--- src/rtl/clock_switch_ctrl.sv ---
// rtl/clock_switch_ctrl.sv - sequences the glitch-free clock mux select for two requesters
//
// Purpose: arbitrates round-robin between two source requests and drives the
// clock mux select. After every change of sel_out the winning requester is
// held off for SETTLE_CYCLES, then acked. A DWELL_CYCLES hold-off follows
// before the next grant. Runs on the always-on system clock.
//
// Ports:
//   clk, rst                  system clock, synchronous active-high reset
//   req0_valid/sel/ack        requester 0 handshake (ack is a one-cycle pulse)
//   req1_valid/sel/ack        requester 1 handshake
//   lock                      blocks new grants while high (sampled in IDLE)
//   sel_out                   registered mux select
//   busy                      high in SWITCH and DWELL
//   switch_count              completed source changes, saturating at 255
module clock_switch_ctrl #(
  parameter bit RESET_SEL     = 1'b0,
  parameter int SETTLE_CYCLES = 8,
  parameter int DWELL_CYCLES  = 16
) (
  input  logic       clk,
  input  logic       rst,
  input  logic       req0_valid,
  input  logic       req0_sel,
  output logic       req0_ack,
  input  logic       req1_valid,
  input  logic       req1_sel,
  output logic       req1_ack,
  input  logic       lock,
  output logic       sel_out,
  output logic       busy,
  output logic [7:0] switch_count
);

  typedef enum logic [1:0] {
    IDLE   = 2'd0,
    SWITCH = 2'd1,
    DWELL  = 2'd2
  } state_t;

  localparam logic [7:0] SETTLE_LOAD = 8'(SETTLE_CYCLES - 1);
  localparam logic [7:0] DWELL_LOAD  = (DWELL_CYCLES == 0) ? 8'd0 : 8'(DWELL_CYCLES - 1);

  state_t     state_q, state_d;
  logic [7:0] cnt_q, cnt_d;
  logic [7:0] sw_cnt_q, sw_cnt_d;
  logic       sel_q, sel_d;
  logic       busy_q, busy_d;
  logic       ack0_q, ack0_d;
  logic       ack1_q, ack1_d;
  logic       last_q, last_d;   // index granted most recently
  logic       gnt_q, gnt_d;     // index owning the in-flight switch

  logic v0, v1, gidx, gsel, owner_valid;

  always_comb begin
    state_d  = state_q;
    cnt_d    = cnt_q;
    sw_cnt_d = sw_cnt_q;
    sel_d    = sel_q;
    busy_d   = busy_q;
    ack0_d   = 1'b0;
    ack1_d   = 1'b0;
    last_d   = last_q;
    gnt_d    = gnt_q;

    // A requester still holding valid during its own ack cycle has not yet
    // seen the ack, so it is not a new request until the following cycle.
    v0          = req0_valid & ~ack0_q;
    v1          = req1_valid & ~ack1_q;
    gidx        = (v0 && v1) ? ~last_q : v1;
    gsel        = gidx ? req1_sel : req0_sel;
    owner_valid = gnt_q ? req1_valid : req0_valid;

    case (state_q)
      IDLE: begin
        if (!lock && (v0 || v1)) begin
          last_d = gidx;
          if (gsel == sel_q) begin
            ack0_d = ~gidx;
            ack1_d = gidx;
          end else begin
            sel_d   = gsel;
            state_d = SWITCH;
            busy_d  = 1'b1;
            cnt_d   = SETTLE_LOAD;
            gnt_d   = gidx;
          end
        end
      end
      SWITCH: begin
        if (cnt_q == 8'd0) begin
          // A withdrawn owner still completes the switch, just without ack.
          if (owner_valid) begin
            ack0_d = ~gnt_q;
            ack1_d = gnt_q;
          end
          if (sw_cnt_q != 8'hFF) sw_cnt_d = sw_cnt_q + 8'd1;
          if (DWELL_CYCLES == 0) begin
            state_d = IDLE;
            busy_d  = 1'b0;
          end else begin
            state_d = DWELL;
            cnt_d   = DWELL_LOAD;
          end
        end else begin
          cnt_d = cnt_q - 8'd1;
        end
      end
      DWELL: begin
        if (cnt_q == 8'd0) begin
          state_d = IDLE;
          busy_d  = 1'b0;
        end else begin
          cnt_d = cnt_q - 8'd1;
        end
      end
      default: begin
        state_d = IDLE;
        busy_d  = 1'b0;
      end
    endcase
  end

  always_ff @(posedge clk) begin
    if (rst) begin
      state_q  <= IDLE;
      cnt_q    <= 8'd0;
      sw_cnt_q <= 8'd0;
      sel_q    <= RESET_SEL;
      busy_q   <= 1'b0;
      ack0_q   <= 1'b0;
      ack1_q   <= 1'b0;
      last_q   <= 1'b1;   // requester 0 wins the first tie
      gnt_q    <= 1'b0;
    end else begin
      state_q  <= state_d;
      cnt_q    <= cnt_d;
      sw_cnt_q <= sw_cnt_d;
      sel_q    <= sel_d;
      busy_q   <= busy_d;
      ack0_q   <= ack0_d;
      ack1_q   <= ack1_d;
      last_q   <= last_d;
      gnt_q    <= gnt_d;
    end
  end

  assign req0_ack     = ack0_q;
  assign req1_ack     = ack1_q;
  assign sel_out      = sel_q;
  assign busy         = busy_q;
  assign switch_count = sw_cnt_q;

endmodule

--- config.mk ---
export PLATFORM = sky130hd
export DESIGN_NAME = clock_switch_ctrl
export DESIGN_NICKNAME = d
export VERILOG_FILES = /design/src/rtl/clock_switch_ctrl.sv
export SDC_FILE = /design/constraint.sdc
export NUM_CORES = 1
export LEC_CHECK = 0
export CORE_UTILIZATION = 54
export CTS_CLUSTER_DIAMETER = 40
export CTS_CLUSTER_SIZE = 25
export DETAILED_ROUTE_END_ITERATION = 10
export GPL_TIMING_DRIVEN = 1
export PLACE_DENSITY = 0.78
export SLEW_MARGIN = 20
export SYNTH_ARGS = -nofsm -noshare
export SYNTH_HDL_FRONTEND = slang
export SYNTH_SLANG_ARGS = --single-unit
--- constraint.sdc ---
create_clock -name clk -period 2.21 [get_ports clk]
set_clock_uncertainty 0.2 [all_clocks]
set_input_delay 0.442 -clock clk [delete_from_list [all_inputs] [get_ports clk]]
set_output_delay 0.442 -clock clk [all_outputs]
set_load 0.05 [all_outputs]
==> results.toml <==
[outcome]
status = "finished, violations left"
violations = "negative setup slack"

[synthesis]
yosys_warnings = 0
ys_seq_elements = 24
async_flop_share = 0
netlist_area_sq_um = 1468
synth_edf_count = 0
avgSynthCellArea_sq_um = 8.435
ys_seq_area_frac = 0.3274
syn_nets = 187
syn_inst = 174
synth_cell_type_count = 48
synth-main-ff-cell = "dfxtp_1"

[clocking]
clock_sinks = 24
insertion_delay_ps = 310
cts_tree = "built"
numCtsBuffers = 3
postCtsHoldBufs = 0
cts_buffer_depth = 2
h-tree-depth = 1
path_clk_slew_ps = 130
cts-root-buf = "clkbuf_4"

[place]
gp_congestion = 0.8543
hpwl_um = 2660
portBuffers = 18

[worst_hold_path]
hp-class = "reg -> reg"
whs_path_depth = 2

[timing]
drv_slew = 0
post-route-min-period_ps = 2214
timing.fmax_mhz = 451.6
setup_ws_ps = -4.110
post-route-period-util = 1.002
final_hold_viol_count = 0
setup_viol = 1
fin_tns_setup_ps = -4.110
relSlewSlack = 0.6671
worst_pin_slew_ps = 497.9

[global_route]
globalRouteMet1Util = 0.3504
gr-usage-met3 = 0.03107
globalRoute.busiestLayer = "met2"
antenna_found_initial = 0
grt_usage = 0.2715
grt_overflow = 0
first_global_vias = 1346
grt_pass1_wl_um = 5761
met2_usage = 0.4533
grt_start_max_net_pins = 14

[floorplan]
dieArea_sq_um = 2931
fp-row-count = 18
die-width_um = 54.14
start_util = 0.5818
io_pins = 19
coreArea_sq_um = 2522
die_h_um = 54.14

[layout]
final_core_util = 0.7728
nets = 230
layout-area-overhead-vs-synth_pct = 32.82
antenna_cells = 0
drive_gt1_frac = 0.2639

[job]
drv_cap = 0

[detailed_routing]
routedWlPerCell_um = 16.22
drt_iter0_markers = 90
dr.pass1.iters = 6
vias = 1523
wl_um = 3991
ant_nets = 0
viasPerCell = 6.191
drc_errors = 0

[setup_path]
crit_arrival_ps = 2240
cp.required_ps = 2240
r2r_cells = 9
endpoint_kind = "flop"
start_kind = "primary input"
crit_type = "in -> reg"
cp_max_fo = 3

[pwr]
p_leak_nw = 0.7814
irDropWorstVdd_mv = 0.4877
power_density_nw_per_um2 = 665.0
[worst paths after layout]
| path | end | slack [ps] | from |
|---|---|---|---|
| setup / recovery | busy | -4 | req1_valid |
| hold / removal | last_q | 290 | last_q |
| setup reg to reg | cnt_q[2] | 100 | cnt_q[0] |
| hold reg to reg | last_q | 290 | last_q |
[synthesized netlist by cell type (2+ instances only)]
| master | n | area (sq um) |
|---|---|---|
| a311oi_1 | 3 | 26.28 |
| buf_6 | 2 | 22.52 |
| a21oi_1 | 7 | 35.03 |
| nor3_1 | 4 | 20.02 |
| nand4_1 | 3 | 18.77 |
| ha_1 | 6 | 75.07 |
| and2_1 | 3 | 18.77 |
| clkbuf_1 | 3 | 11.26 |
| o21ai_0 | 8 | 40.04 |
| inv_1 | 12 | 45.04 |
| xor2_1 | 4 | 35.03 |
| xnor2_1 | 7 | 61.31 |
| mux2i_1 | 2 | 20.02 |
| nand2_1 | 16 | 60.06 |
| a31oi_1 | 3 | 18.77 |
| a311o_1 | 3 | 30.03 |
| a21o_1 | 2 | 15.01 |
| a211oi_1 | 4 | 30.03 |
| dfxtp_1 | 24 | 480.5 |
| nand3_1 | 12 | 60.06 |
| nor2_1 | 14 | 52.55 |
| o31ai_1 | 4 | 30.03 |
| nand2b_1 | 3 | 18.77 |
[layout make-up]
type                            count  area (sq um)
Sequential cell                    24         483.0
Inverter                           12         45.04
Clock buffer                        4         36.28
Timing Repair Buffer               44         371.6
Tap cell                           30         37.54
Multi-Input combinational cell    132         975.9
Fill cell                         167         573.1
[state kept, by name, summed over array words and instances, names as in the netlist]
register      count
cnt_q             8
switch_count      8
state_q           2
busy              1
gnt_q             1
last_q            1
req0_ack          1
req1_ack          1
sel_out           1
[worst max-delay path, stage by stage]
cell and delay [ps]:
clkdlybuf4s50_1 470, nand2b_1 130, o21ai_2 200, a21boi_4 260
buf_4 170, xnor2_1 170, a31oi_1 140, a211oi_1 250
[placed cells by master (no fill, tap or decap), types with 2 or more instances in the layout]
cell type        instances
a211oi_1                 3
a21o_1                   2
a21oi_1                  4
a21oi_2                  3
a311o_1                  3
a311oi_1                 3
a31oi_1                  2
and2_1                   2
buf_4                   28
clkbuf_4                 3
clkdlybuf4s50_1         11
dfxtp_1                 22
dfxtp_2                  2
dlygate4sd2_1            3
dlymetal6s2s_1           2
ha_1                     5
inv_1                   12
mux2i_1                  2
nand2_1                 16
nand2b_1                 3
nand3_1                 12
nand4_1                  3
nor2_1                  13
nor2_2                   2
nor3_1                   4
o21ai_0                  8
o21ai_2                  2
o31ai_1                  4
xnor2_1                  7
xor2_1                   4
[routing by layer]
layer,wire (um),part of all wire
met1,1603,0.40
met4,124,0.031
met3,299,0.075
met5,0,0
met2,1963,0.49
[metrics by stage]
step	std cells	instance area [sq um]	setup slack, ps	total power [mW]	hold slack (ps)
after CTS	240	1827	4.357	1.213	294.8
after global placement	236	1784	-294.6	0.9585	264.2
final	246	1949	-4.110	1.296	293.0
after global routing	246	1949	-77.63	1.361	308.3
after floorplan	174	1469	4.459	0.8176	232.3
after detailed placement	236	1784	-435.7	0.9712	271.0
[kinds of logic after synthesis]
kind of cell,share of synthesized area
mux,0.01364
flops,0.3274
simple gates,0.2413
xor+xnor,0.06564
fa+ha+maj,0.05115
buf+inv,0.06820
compound gates,0.2327
[report_power, final]
part	internal, mW	switching, mW	leakage [nW]
Combinational	0.253	0.322	0.564
Sequential	0.461	0.0283	0.196
Clock	0.101	0.132	0.0210
[repair_timing]
item	CTS	global route
buffers inserted	0	5
resized for setup	5	17
gates cloned	0	1
hold endpoints to repair	0	0
setup endpoints to repair	8	12
pin swaps	0	5
No activity file was read; power rests on OpenSTA's default activity.
